### src/rtl/block_xfer_control_unit_pkg.sv
// Shared encodings and decode helpers for the block-transfer ID-stage control unit.
// Mode, opcode and EX command constants plus the FSM state type.
package block_xfer_control_unit_pkg;

  localparam int REG_LIST_W = 16;
  localparam int REG_ADDR_W = 4;
  localparam int WORD_BYTES = 4;
  localparam int OFF_W      = 8;
  localparam int EX_CMD_W   = 4;

  localparam logic [1:0] MODE_ARITH  = 2'b00;
  localparam logic [1:0] MODE_MEM    = 2'b01;
  localparam logic [1:0] MODE_BRANCH = 2'b10;

  localparam logic [3:0] OP_AND = 4'b0000;
  localparam logic [3:0] OP_EOR = 4'b0001;
  localparam logic [3:0] OP_SUB = 4'b0010;
  localparam logic [3:0] OP_ADD = 4'b0100;
  localparam logic [3:0] OP_ADC = 4'b0101;
  localparam logic [3:0] OP_SBC = 4'b0110;
  localparam logic [3:0] OP_TST = 4'b1000;
  localparam logic [3:0] OP_CMP = 4'b1010;
  localparam logic [3:0] OP_ORR = 4'b1100;
  localparam logic [3:0] OP_MOV = 4'b1101;
  localparam logic [3:0] OP_MVN = 4'b1111;

  localparam logic [EX_CMD_W-1:0] EX_NOP = 4'b0000;
  localparam logic [EX_CMD_W-1:0] EX_MOV = 4'b0001;
  localparam logic [EX_CMD_W-1:0] EX_ADD = 4'b0010;
  localparam logic [EX_CMD_W-1:0] EX_ADC = 4'b0011;
  localparam logic [EX_CMD_W-1:0] EX_SUB = 4'b0100;
  localparam logic [EX_CMD_W-1:0] EX_SBC = 4'b0101;
  localparam logic [EX_CMD_W-1:0] EX_AND = 4'b0110;
  localparam logic [EX_CMD_W-1:0] EX_ORR = 4'b0111;
  localparam logic [EX_CMD_W-1:0] EX_EOR = 4'b1000;
  localparam logic [EX_CMD_W-1:0] EX_MVN = 4'b1001;
  localparam logic [EX_CMD_W-1:0] EX_CMP = 4'b0100;
  localparam logic [EX_CMD_W-1:0] EX_TST = 4'b0110;
  localparam logic [EX_CMD_W-1:0] EX_LDR = 4'b0010;
  localparam logic [EX_CMD_W-1:0] EX_STR = 4'b0010;

  typedef enum logic {
    ST_IDLE = 1'b0,
    ST_SEQ  = 1'b1
  } state_t;

  typedef struct packed {
    logic                ok;
    logic [EX_CMD_W-1:0] ex;
    logic                wb;
    logic                src1;
  } arith_dec_t;

  function automatic arith_dec_t arith_decode(input logic [3:0] op);
    arith_dec_t d;
    d = '{ok: 1'b1, ex: EX_NOP, wb: 1'b1, src1: 1'b1};
    case (op)
      OP_MOV:  begin d.ex = EX_MOV; d.src1 = 1'b0; end
      OP_MVN:  begin d.ex = EX_MVN; d.src1 = 1'b0; end
      OP_ADD:  d.ex = EX_ADD;
      OP_ADC:  d.ex = EX_ADC;
      OP_SUB:  d.ex = EX_SUB;
      OP_SBC:  d.ex = EX_SBC;
      OP_AND:  d.ex = EX_AND;
      OP_ORR:  d.ex = EX_ORR;
      OP_EOR:  d.ex = EX_EOR;
      OP_CMP:  begin d.ex = EX_CMP; d.wb = 1'b0; end
      OP_TST:  begin d.ex = EX_TST; d.wb = 1'b0; end
      default: d = '{ok: 1'b0, ex: EX_NOP, wb: 1'b0, src1: 1'b0};
    endcase
    return d;
  endfunction

endpackage

### src/rtl/block_xfer_control_unit_if.sv
// ID-stage instruction fields in, EX control and block-transfer beat info out.
interface block_xfer_control_unit_if;
  import block_xfer_control_unit_pkg::*;

  logic                  id_valid;
  logic                  freeze;
  logic                  S;
  logic [1:0]            mode;
  logic [3:0]            op_code;
  logic                  blk;
  logic                  up;
  logic [REG_LIST_W-1:0] reg_list;

  logic                  SR_update;
  logic                  has_src1;
  logic                  mem_read;
  logic                  mem_write;
  logic                  WB_en;
  logic                  B;
  logic [EX_CMD_W-1:0]   EX_command;
  logic [REG_ADDR_W-1:0] xfer_reg;
  logic [OFF_W-1:0]      addr_off;
  logic                  stall;
  logic                  last_beat;

  modport master (
    output id_valid, freeze, S, mode, op_code, blk, up, reg_list,
    input  SR_update, has_src1, mem_read, mem_write, WB_en, B,
           EX_command, xfer_reg, addr_off, stall, last_beat
  );

  modport slave (
    input  id_valid, freeze, S, mode, op_code, blk, up, reg_list,
    output SR_update, has_src1, mem_read, mem_write, WB_en, B,
           EX_command, xfer_reg, addr_off, stall, last_beat
  );
endinterface

### src/rtl/lowest_set_bit_enc.sv
// Priority encoder: reports whether any bit is set and the index of the lowest one.
module lowest_set_bit_enc #(
  parameter int W = 16
) (
  input  logic [W-1:0]                           vec,
  output logic                                   found,
  output logic [((W > 1) ? $clog2(W) : 1)-1:0]   index
);
  localparam int IW = (W > 1) ? $clog2(W) : 1;

  // Scan high to low so the lowest set bit is the final value written.
  always_comb begin
    found = 1'b0;
    index = '0;
    for (int i = W - 1; i >= 0; i--) begin
      index = vec[i] ? IW'(i) : index;
      found = found | vec[i];
    end
  end
endmodule

### src/rtl/block_xfer_control_unit.sv
// ID-stage control unit: single-cycle decode plus LDM/STM expansion into
// one register beat per cycle, lowest register first, holding IF/ID meanwhile.
module block_xfer_control_unit
  import block_xfer_control_unit_pkg::*;
(
  input logic                     clk,
  input logic                     rst,
  block_xfer_control_unit_if.slave bus
);
  typedef struct packed {
    logic zero;
    logic one;
    logic many;
  } pop_cls_t;

  function automatic pop_cls_t pop_classify(input logic [REG_LIST_W-1:0] v);
    int unsigned cnt;
    cnt = 32'd0;
    for (int i = 0; i < REG_LIST_W; i++) begin
      cnt = cnt + {31'd0, v[i]};
    end
    return '{zero: (cnt == 32'd0), one: (cnt == 32'd1), many: (cnt > 32'd1)};
  endfunction

  state_t                state_r, state_n;
  logic [REG_LIST_W-1:0] rem_list_r, rem_list_n, sel_vec_s;
  logic [REG_ADDR_W-1:0] beat_idx_r, beat_idx_n, lsb_idx_s;
  logic                  l_s_r, l_s_n, l_up_r, l_up_n;
  logic                  lsb_found_s, mem_s, load_s;
  pop_cls_t              pop_s;
  arith_dec_t            dec_s;
  logic [OFF_W-1:0]      off_mag_s;

  logic                  sr_s, src1_s, rd_s, wr_s, wb_s, b_s, stall_s, last_s;
  logic [EX_CMD_W-1:0]   ex_s;
  logic [REG_ADDR_W-1:0] xr_s;
  logic [OFF_W-1:0]      off_s;

  // One encoder serves both the first beat (from ID) and the sequenced beats.
  assign sel_vec_s = (state_r == ST_SEQ) ? rem_list_r : bus.reg_list;
  assign pop_s     = pop_classify(sel_vec_s);
  assign dec_s     = arith_decode(bus.op_code);
  assign off_mag_s = OFF_W'(beat_idx_r) * OFF_W'(WORD_BYTES);

  lowest_set_bit_enc #(.W(REG_LIST_W)) u_lsb (
    .vec   (sel_vec_s),
    .found (lsb_found_s),
    .index (lsb_idx_s)
  );

  // Next-state and per-beat control decode.
  always_comb begin
    state_n    = state_r;
    rem_list_n = rem_list_r;
    beat_idx_n = beat_idx_r;
    l_s_n      = l_s_r;
    l_up_n     = l_up_r;
    mem_s      = 1'b0;
    load_s     = 1'b0;
    sr_s       = 1'b0;
    src1_s     = 1'b0;
    rd_s       = 1'b0;
    wr_s       = 1'b0;
    wb_s       = 1'b0;
    b_s        = 1'b0;
    ex_s       = EX_NOP;
    xr_s       = '0;
    off_s      = '0;
    stall_s    = 1'b0;
    last_s     = 1'b0;
    case (state_r)
      ST_IDLE: begin
        if (bus.id_valid) begin
          case (bus.mode)
            MODE_MEM: begin
              if (!bus.blk) begin
                mem_s  = 1'b1;
                load_s = bus.S;
              end else if (lsb_found_s) begin
                mem_s   = 1'b1;
                load_s  = bus.S;
                xr_s    = lsb_idx_s;
                last_s  = pop_s.one;
                stall_s = pop_s.many;
                if (pop_s.many && !bus.freeze) begin
                  state_n    = ST_SEQ;
                  rem_list_n = bus.reg_list & (bus.reg_list - REG_LIST_W'(1));
                  beat_idx_n = REG_ADDR_W'(1);
                  l_s_n      = bus.S;
                  l_up_n     = bus.up;
                end else begin
                  state_n = ST_IDLE;
                end
              end else begin
                mem_s = 1'b0;
              end
            end
            MODE_ARITH: begin
              if (dec_s.ok) begin
                ex_s   = dec_s.ex;
                wb_s   = dec_s.wb;
                src1_s = dec_s.src1;
                sr_s   = bus.S;
              end else begin
                ex_s = EX_NOP;
              end
            end
            MODE_BRANCH: b_s = 1'b1;
            default:     b_s = 1'b0;
          endcase
        end else begin
          mem_s = 1'b0;
        end
      end
      ST_SEQ: begin
        mem_s   = 1'b1;
        load_s  = l_s_r;
        xr_s    = lsb_idx_s;
        off_s   = l_up_r ? off_mag_s : -off_mag_s;
        stall_s = pop_s.many;
        last_s  = pop_s.one;
        if (pop_s.zero) begin
          // Unreachable in normal operation; recover to IDLE rather than hang.
          mem_s   = 1'b0;
          xr_s    = '0;
          off_s   = '0;
          state_n = ST_IDLE;
        end else if (!bus.freeze) begin
          rem_list_n = rem_list_r & (rem_list_r - REG_LIST_W'(1));
          beat_idx_n = beat_idx_r + REG_ADDR_W'(1);
          state_n    = pop_s.one ? ST_IDLE : ST_SEQ;
        end else begin
          state_n = ST_SEQ;
        end
      end
      default: state_n = ST_IDLE;
    endcase
    if (mem_s) begin
      src1_s = 1'b1;
      rd_s   = load_s;
      wr_s   = !load_s;
      wb_s   = load_s;
      ex_s   = load_s ? EX_LDR : EX_STR;
    end else begin
      src1_s = src1_s;
    end
  end

  // Sequencer state; reset drops any in-flight block transfer.
  always_ff @(posedge clk or posedge rst) begin
    if (rst) begin
      state_r    <= ST_IDLE;
      rem_list_r <= '0;
      beat_idx_r <= '0;
      l_s_r      <= 1'b0;
      l_up_r     <= 1'b0;
    end else begin
      state_r    <= state_n;
      rem_list_r <= rem_list_n;
      beat_idx_r <= beat_idx_n;
      l_s_r      <= l_s_n;
      l_up_r     <= l_up_n;
    end
  end

  // Outputs are forced quiet while reset is held.
  always_comb begin
    if (rst) begin
      bus.SR_update  = 1'b0;
      bus.has_src1   = 1'b0;
      bus.mem_read   = 1'b0;
      bus.mem_write  = 1'b0;
      bus.WB_en      = 1'b0;
      bus.B          = 1'b0;
      bus.EX_command = EX_NOP;
      bus.xfer_reg   = '0;
      bus.addr_off   = '0;
      bus.stall      = 1'b0;
      bus.last_beat  = 1'b0;
    end else begin
      bus.SR_update  = sr_s;
      bus.has_src1   = src1_s;
      bus.mem_read   = rd_s;
      bus.mem_write  = wr_s;
      bus.WB_en      = wb_s;
      bus.B          = b_s;
      bus.EX_command = ex_s;
      bus.xfer_reg   = xr_s;
      bus.addr_off   = off_s;
      bus.stall      = stall_s;
      bus.last_beat  = last_s;
    end
  end
endmodule
### src/flat_wrapper.sv
// flat-port wrapper written by rule: the top's interface ports become plain ports
module block_xfer_control_unit_flat import block_xfer_control_unit_pkg::*;
  (clk, rst, bus_id_valid, bus_freeze, bus_S, bus_mode, bus_op_code, bus_blk, bus_up, bus_reg_list, bus_SR_update, bus_has_src1, bus_mem_read, bus_mem_write, bus_WB_en, bus_B, bus_EX_command, bus_xfer_reg, bus_addr_off, bus_stall, bus_last_beat);
  block_xfer_control_unit_if bus_i ();
  input logic clk;
  input logic rst;
  input wire logic [$bits(bus_i.id_valid)-1:0] bus_id_valid;
  input wire logic [$bits(bus_i.freeze)-1:0] bus_freeze;
  input wire logic [$bits(bus_i.S)-1:0] bus_S;
  input wire logic [$bits(bus_i.mode)-1:0] bus_mode;
  input wire logic [$bits(bus_i.op_code)-1:0] bus_op_code;
  input wire logic [$bits(bus_i.blk)-1:0] bus_blk;
  input wire logic [$bits(bus_i.up)-1:0] bus_up;
  input wire logic [$bits(bus_i.reg_list)-1:0] bus_reg_list;
  output wire logic [$bits(bus_i.SR_update)-1:0] bus_SR_update;
  output wire logic [$bits(bus_i.has_src1)-1:0] bus_has_src1;
  output wire logic [$bits(bus_i.mem_read)-1:0] bus_mem_read;
  output wire logic [$bits(bus_i.mem_write)-1:0] bus_mem_write;
  output wire logic [$bits(bus_i.WB_en)-1:0] bus_WB_en;
  output wire logic [$bits(bus_i.B)-1:0] bus_B;
  output wire logic [$bits(bus_i.EX_command)-1:0] bus_EX_command;
  output wire logic [$bits(bus_i.xfer_reg)-1:0] bus_xfer_reg;
  output wire logic [$bits(bus_i.addr_off)-1:0] bus_addr_off;
  output wire logic [$bits(bus_i.stall)-1:0] bus_stall;
  output wire logic [$bits(bus_i.last_beat)-1:0] bus_last_beat;
  assign bus_i.id_valid = bus_id_valid;
  assign bus_i.freeze = bus_freeze;
  assign bus_i.S = bus_S;
  assign bus_i.mode = bus_mode;
  assign bus_i.op_code = bus_op_code;
  assign bus_i.blk = bus_blk;
  assign bus_i.up = bus_up;
  assign bus_i.reg_list = bus_reg_list;
  assign bus_SR_update = bus_i.SR_update;
  assign bus_has_src1 = bus_i.has_src1;
  assign bus_mem_read = bus_i.mem_read;
  assign bus_mem_write = bus_i.mem_write;
  assign bus_WB_en = bus_i.WB_en;
  assign bus_B = bus_i.B;
  assign bus_EX_command = bus_i.EX_command;
  assign bus_xfer_reg = bus_i.xfer_reg;
  assign bus_addr_off = bus_i.addr_off;
  assign bus_stall = bus_i.stall;
  assign bus_last_beat = bus_i.last_beat;
  block_xfer_control_unit u_core (.clk(clk), .rst(rst), .bus(bus_i));
endmodule
### config.mk
export PLATFORM = sky130hd
export DESIGN_NAME = block_xfer_control_unit_flat
export DESIGN_NICKNAME = d
export VERILOG_FILES = /design/src/rtl/block_xfer_control_unit_pkg.sv /design/src/rtl/block_xfer_control_unit_if.sv /design/src/rtl/lowest_set_bit_enc.sv /design/src/rtl/block_xfer_control_unit.sv /design/src/flat_wrapper.sv
export SDC_FILE = /design/constraint.sdc
export NUM_CORES = 1
export LEC_CHECK = 0
export CAP_MARGIN = 20
export CORE_MARGIN = 2
export CORE_UTILIZATION = 47
export CTS_CLUSTER_SIZE = 28
export DETAILED_ROUTE_END_ITERATION = 10
export HOLD_SLACK_MARGIN = 0.06
export PLACE_DENSITY_LB_ADDON = 0.25
export SLEW_MARGIN = 20
export SYNTH_ARGS = -nofsm -noshare
export SYNTH_HDL_FRONTEND = slang
export SYNTH_HIERARCHICAL = 1
export SYNTH_SLANG_ARGS = --single-unit
### constraint.sdc
create_clock -name clk -period 8.5 [get_ports clk]
set_input_delay 2.125 -clock clk [delete_from_list [all_inputs] [get_ports clk]]
set_output_delay 2.125 -clock clk [all_outputs]
set_load 0.01 [all_outputs]
# == Word level (Yosys, flattened, before mapping) ==
# Index checks and enable logic that the tools add are counted.
# op_classes
add_sub_neg,19
magnitude_cmp,1
n_eq_ne,20
mux,111
bitwise_logic,18
reduce_logical,13
# op_table
cell,n
adder 32 x 1 -> 32 bit,14
two-way mux 4 bit,35
two-way mux 16 bit,8
two-way mux 1 bit,55
case mux 4 bit (9 select lines),1
AND 16 bit,2
"== test 32 x 1 -> 1 bit, second input constant",1
"greater-than comparator 32 x 1 -> 1 bit, second input constant",1
zero test 32 bit,1
two-way mux 8 bit,4
case mux 16 bit (2 select lines),1
"subtractor 16 x 1 -> 16 bit, second input constant",2
"== test 4 bit, second input constant",5
OR reduction 9 bit,2
case mux 4 bit (2 select lines),2
bitwise OR 1 bit,15
"== test 4 x 3 -> 1 bit, second input constant",3
OR reduction 11 bit,1
"!= test 2 bit, second input constant",5
case mux 1 bit (2 select lines),5
negation 6 -> 8 bit,1
AND reduction 7 bit,1
AND reduction 6 bit,1
"adder 4 x 1 -> 4 bit, second input constant",1
other kinds (12),15
# word_totals
register_bits,23
inputBits,29
output_inout_bits,24
elab_cells,187

# == Depth between registers and ports, before layout ==
# logic_depth
depth_word,24
ltp_mapped,20
ltp_nobuf,16

# == Cells and area by module ==
# Netlist, hierarchy kept.
# by_module_without_submodules
mod,n_inst,cells_each,area_per_inst_um2,seq_area_each_um2
block_xfer_control_unit,1,272,2237.1,550.5
lowest_set_bit_enc,1,34,173.9,0.0

# == Worst setup path after synthesis ==
# No wires, ideal clock.
# synth_path
path_kind,input to output
start,in bus_reg_list[13]
end,out bus_addr_off[7]
arrival_ns,6.366
required_ns,6.375
setup_slack_ns,0.009
cell_stages,16
path_buffers,0
cell_sequence,inv_1 > o21ai_0 > fa_1 > inv_1 > fa_1 > fa_1 > inv_1 > fa_1 > ha_1 > inv_1 > fa_1 > nor4bb_1 > a22oi_1 > o21ai_0 > nand2b_1 > a311oi_1
# synth_between
elab_chain_len,8
# synth_rtl
item,line_no,source
"start, declared",flat_wrapper.sv:14,input wire logic [$bits(bus_i.reg_list)-1:0] bus_reg_list;
two-way mux 16 bit,block_xfer_control_unit.sv:40,assign sel_vec_s = (state_r == ST_SEQ) ? rem_list_r : bus.reg_list;
via u_core.sel_vec_s[13],block_xfer_control_unit.sv:26,"logic [REG_LIST_W-1:0] rem_list_r, rem_list_n, sel_vec_s;"
adder 32 x 1 -> 32 bit (3 in a row),block_xfer_control_unit.sv:20,"cnt = cnt + {31'd0, v[i]};"
zero test 32 bit,block_xfer_control_unit.sv:22,"return '{zero: (cnt == 32'd0), one: (cnt == 32'd1), many: (cnt > 32'd1)};"
two-way mux 8 bit,block_xfer_control_unit.sv:122,if (pop_s.zero) begin
two-way mux 8 bit,block_xfer_control_unit.sv:71,case (state_r)
two-way mux 8 bit,block_xfer_control_unit.sv:168,if (rst) begin
"end, declared",flat_wrapper.sv:23,output wire logic [$bits(bus_i.addr_off)-1:0] bus_addr_off;
# The timed path passes the listed nets, and every way through them passes these cells.

# == Final worst setup path ==
# layout_path
start,in bus_reg_list[15]
end,out bus_WB_en
# layout_between
elab_chain_len,23
word_cells_on_any_way,31
classes_between,add/sub (1); mux (14); bitwise (15); reduce/logical (1)
# layout_rtl
item,line_no,source
two-way mux 16 bit *,block_xfer_control_unit.sv:40,
via u_core.sel_vec_s[15],block_xfer_control_unit.sv:26,
bitwise OR 1 bit (15 in a row),lowest_set_bit_enc.sv:17,found = found | vec[i];
two-way mux 1 bit,block_xfer_control_unit.sv:79,end else if (lsb_found_s) begin
two-way mux 1 bit,block_xfer_control_unit.sv:76,if (!bus.blk) begin
two-way mux 1 bit,block_xfer_control_unit.sv:74,case (bus.mode)
two-way mux 1 bit,block_xfer_control_unit.sv:73,if (bus.id_valid) begin
case mux 1 bit (2 select lines),block_xfer_control_unit.sv:71,
two-way mux 1 bit *,block_xfer_control_unit.sv:138,if (mem_s) begin
two-way mux 1 bit *,block_xfer_control_unit.sv:168,
"end, declared",flat_wrapper.sv:19,output wire logic [$bits(bus_i.WB_en)-1:0] bus_WB_en;
# Mark *: on every way through the listed nets, which the timed path passes. The rest lies on a longest branch.

==> results_dict.tcl <==
set metrics [dict create \
    die_h_um 75.6 \
    synth_edf_count 0 \
    vias 2584 \
    gp_congestion 0.876 \
    synth-seq-cells 22 \
    grt_first_pass_wirelength_um 11200 \
    synth_commonest_cells "nand2_1 (32), inv_1 (31), nand3_1 (30)" \
    drv_slew 0 \
    drv_cap 0 \
    cpMostUsedCell "fa_1" \
    clock_latency_ps 270 \
    antenna_left 0 \
    hold_viol_final 0 \
    clk_path_buf_depth 2 \
    clk_pin_slew_worst_paths_ps 90 \
    fmax_ghz 0.115 \
    yosys.area.top_type "dfrtp_1" \
    critPathMaxStageDelay_ps 530 \
    io_buffer_count 50 \
    nets 435 \
    grt_pass1_vias 2540 \
    synthTopCellsByArea "dfrtp_1 (23%), fa_1 (8.3%), nand3_1 (6.2%)" \
    critPathArrivalTime_ps 6550 \
    grt_use_total 0.255 \
    tightestPinTransition_ps 648 \
    area_delta_synth_final_pct 39.9 \
    wl_um 6840 \
    stdcell_area_mm2 0.00337 \
    remaining_drc_errors 0 \
    cts_tree "yes" \
    violations "setup timing" \
    post-place-ws_ps -1020 \
    synth_cell_types 56 \
    drive_gt1_frac 0.268 \
    powerDensity_mw_per_mm2 527 \
    rows 26 \
    start_util 0.478 \
    hold_ws_ps 523 \
    place_hpwl_um 5090 \
    vias_per_cell 5.64 \
    path_cells "buf_6 -> and2b_2 -> a21o_1 -> fa_1 -> inv_2 -> fa_1 -> fa_1 -> inv_1 -> fa_1 -> ha_2 -> inv_2 -> fa_2 -> nor4bb_4 -> a22oi_2 -> buf_4 -> o211ai_1 -> a21oi_2 -> a21o_1 -> buf_2" \
    synth_top_area_frac 0.228 \
    min_path_type "flip-flop to flip-flop" \
    clock_sinks 22 \
    synth_seq_area_share 0.228 \
    ir_drop_mv 0.453 \
    io_pins 53 \
    timing.setup.tns_ps -1130 \
    core_mm2 0.00504 \
    rsz0062_at_grt "true" \
    design.die.area_mm2 0.00572 \
    routedWlPerCell_um 14.9 \
    syn-cell-area_mm2 0.00241 \
    ys_warn_count 6 \
    h-tree-depth 1 \
    period_needed_ps 8680 \
    grt_start_max_net_pins 24 \
    end_kind "primary output" \
    die_w_um 75.6 \
    cts-hold-fix-buffers 0 \
    setup_ws_ps -176 \
    yosysMostFrequentCell "nand2_1" \
    cellLeakagePower_nw 1.59 \
    placed_area_mm2 0.00319 \
    fin_crit_sh 1.02 \
    required_ps 6380 \
    async_reset_ff_frac 1.00 \
    crit_path_start_kind "input port" \
    critPathKind "input port to primary output" \
    status "finished with violations" \
    synth_cells 306 \
    critPathMaxFanout 3 \
    setup_violations 15 \
    n_antenna_cell 0 \
    finalClockSkew_ps 4.84 \
    drtIter0Drc 78 \
    syn_area_per_cell_um2 7.88 \
    dr.pass1.iters 4 \
    cts_root_buf "clkbuf_8" \
    antenna_found_initial 0 \
    gr-total-overflow 0 \
    tritoncts.num_buffers 3 \
    cp_slowest_cell "fa_2" \
    yosys_most_used_dff "dfrtp_1" \
    max-slew-margin-rel 0.568 \
]
path summary, 6_finish.rpt:
check                      slack (ps)  cells past startpoint                startpoint                          endpoint
setup / recovery                 -180                     19          bus_reg_list[15]                         bus_WB_en
hold / removal                    520                      2  u_core/l_s_r$_DFFE_PP0P_          u_core/l_s_r$_DFFE_PP0P_
setup reg to reg                 2800                     17  u_core/state_r$_DFF_PP0_  u_core/beat_idx_r[2]$_DFFE_PP0P_
hold reg to reg                   520                      2  u_core/l_s_r$_DFFE_PP0P_          u_core/l_s_r$_DFFE_PP0P_
max in group asynchronous        5750                      3                       rst  u_core/rem_list_r[5]$_DFFE_PP0P_
min in group asynchronous        2490                      3                       rst          u_core/l_s_r$_DFFE_PP0P_
power by group:
group | internal, mW | switching [mW]
Clock | 0.0414 | 0.0365
Combinational | 0.757 | 0.734
Sequential | 0.152 | 0.0574
cell type report:
| type | instances | area (µm²) |
|---|---|---|
| sequential | 22 | 551 |
| tap | 70 | 87.6 |
| timing repair buffer | 92 | 768 |
| inverter | 31 | 116 |
| clock buffer | 4 | 55.1 |
| multi-input combinational | 239 | 1790 |
| fill | 425 | 1670 |
critical path, delay by kind of cell:
kind                     cells  cell delay (ps)
AND/OR/NAND/NOR              2              430
AO/OA/AOI/OAI                5              810
buffers and inverters        6              510
adder cells (fa/ha/maj)      6             2660
through the flow:
stage | cells | utilization | power (mW)
after floorplan | 307 | - | 0.933
after global placement | 451 | 0.633 | 1.36
after detailed placement | 451 | 0.633 | 1.41
after CTS | 457 | 0.658 | 1.72
after global routing | 458 | 0.669 | 1.92
final | 458 | 0.669 | 1.78
cell families after synthesis:
kind of cell / after synthesis / share of synthesized area
adders and majority gates: 17 / 0.119
and+or+nand+nor: 141 / 0.309
buffers and inverters: 46 / 0.0924
DFF: 22 / 0.228
muxes: 9 / 0.0394
other: 1 / 0.00156
xor gates and xnor gates: 4 / 0.0145
AOI/OAI and AO/OA: 66 / 0.196
metal layers:
layer	part of all wire	track usage	wire, µm
met5	0	0	0
met4	0.011	0.0741	74
met3	0.041	0.0317	281
met2	0.53	0.474	3650
met1	0.41	0.306	2830
registers in the layout, summed over array words and instances (netlist names):
name / cells
u_core/beat_idx_r: 4
u_core/l_up_r: 1
u_core/l_s_r: 1
u_core/rem_list_r: 15
u_core/state_r: 1
placed cells by master, fill, tap and decap left out, types with 3 or more instances in the layout:
cell type and count:
or3_1 6, nor3_1 8, a21o_1 3, or4_1 3, inv_1 28, a21oi_1 9
fa_1 9, nor4_1 4, mux2_2 4, nor2b_1 6, and3_1 7, nand3_1 30
mux2i_2 3, and2_1 5, xnor2_1 3, inv_2 3, dlygate4sd2_1 5, ha_1 6
o21ai_0 5, buf_4 39, a31oi_1 4, nand2_1 32, buf_2 11, clkdlybuf4s50_1 24
dfrtp_1 22, clkbuf_8 4, nor2_1 19, o211ai_1 13, clkdlybuf4s15_1 3, buf_6 8
nand2b_1 4
timing repair:
| action | in CTS | in global routing |
|---|---|---|
| endpoints found under the setup margin | 17 | 17 |
| pin swaps | 25 | 15 |
| gates resized for setup | 112 | 17 |
| setup buffers | 3 | 2 |
Note: power is estimated with default switching activity, not from simulation.
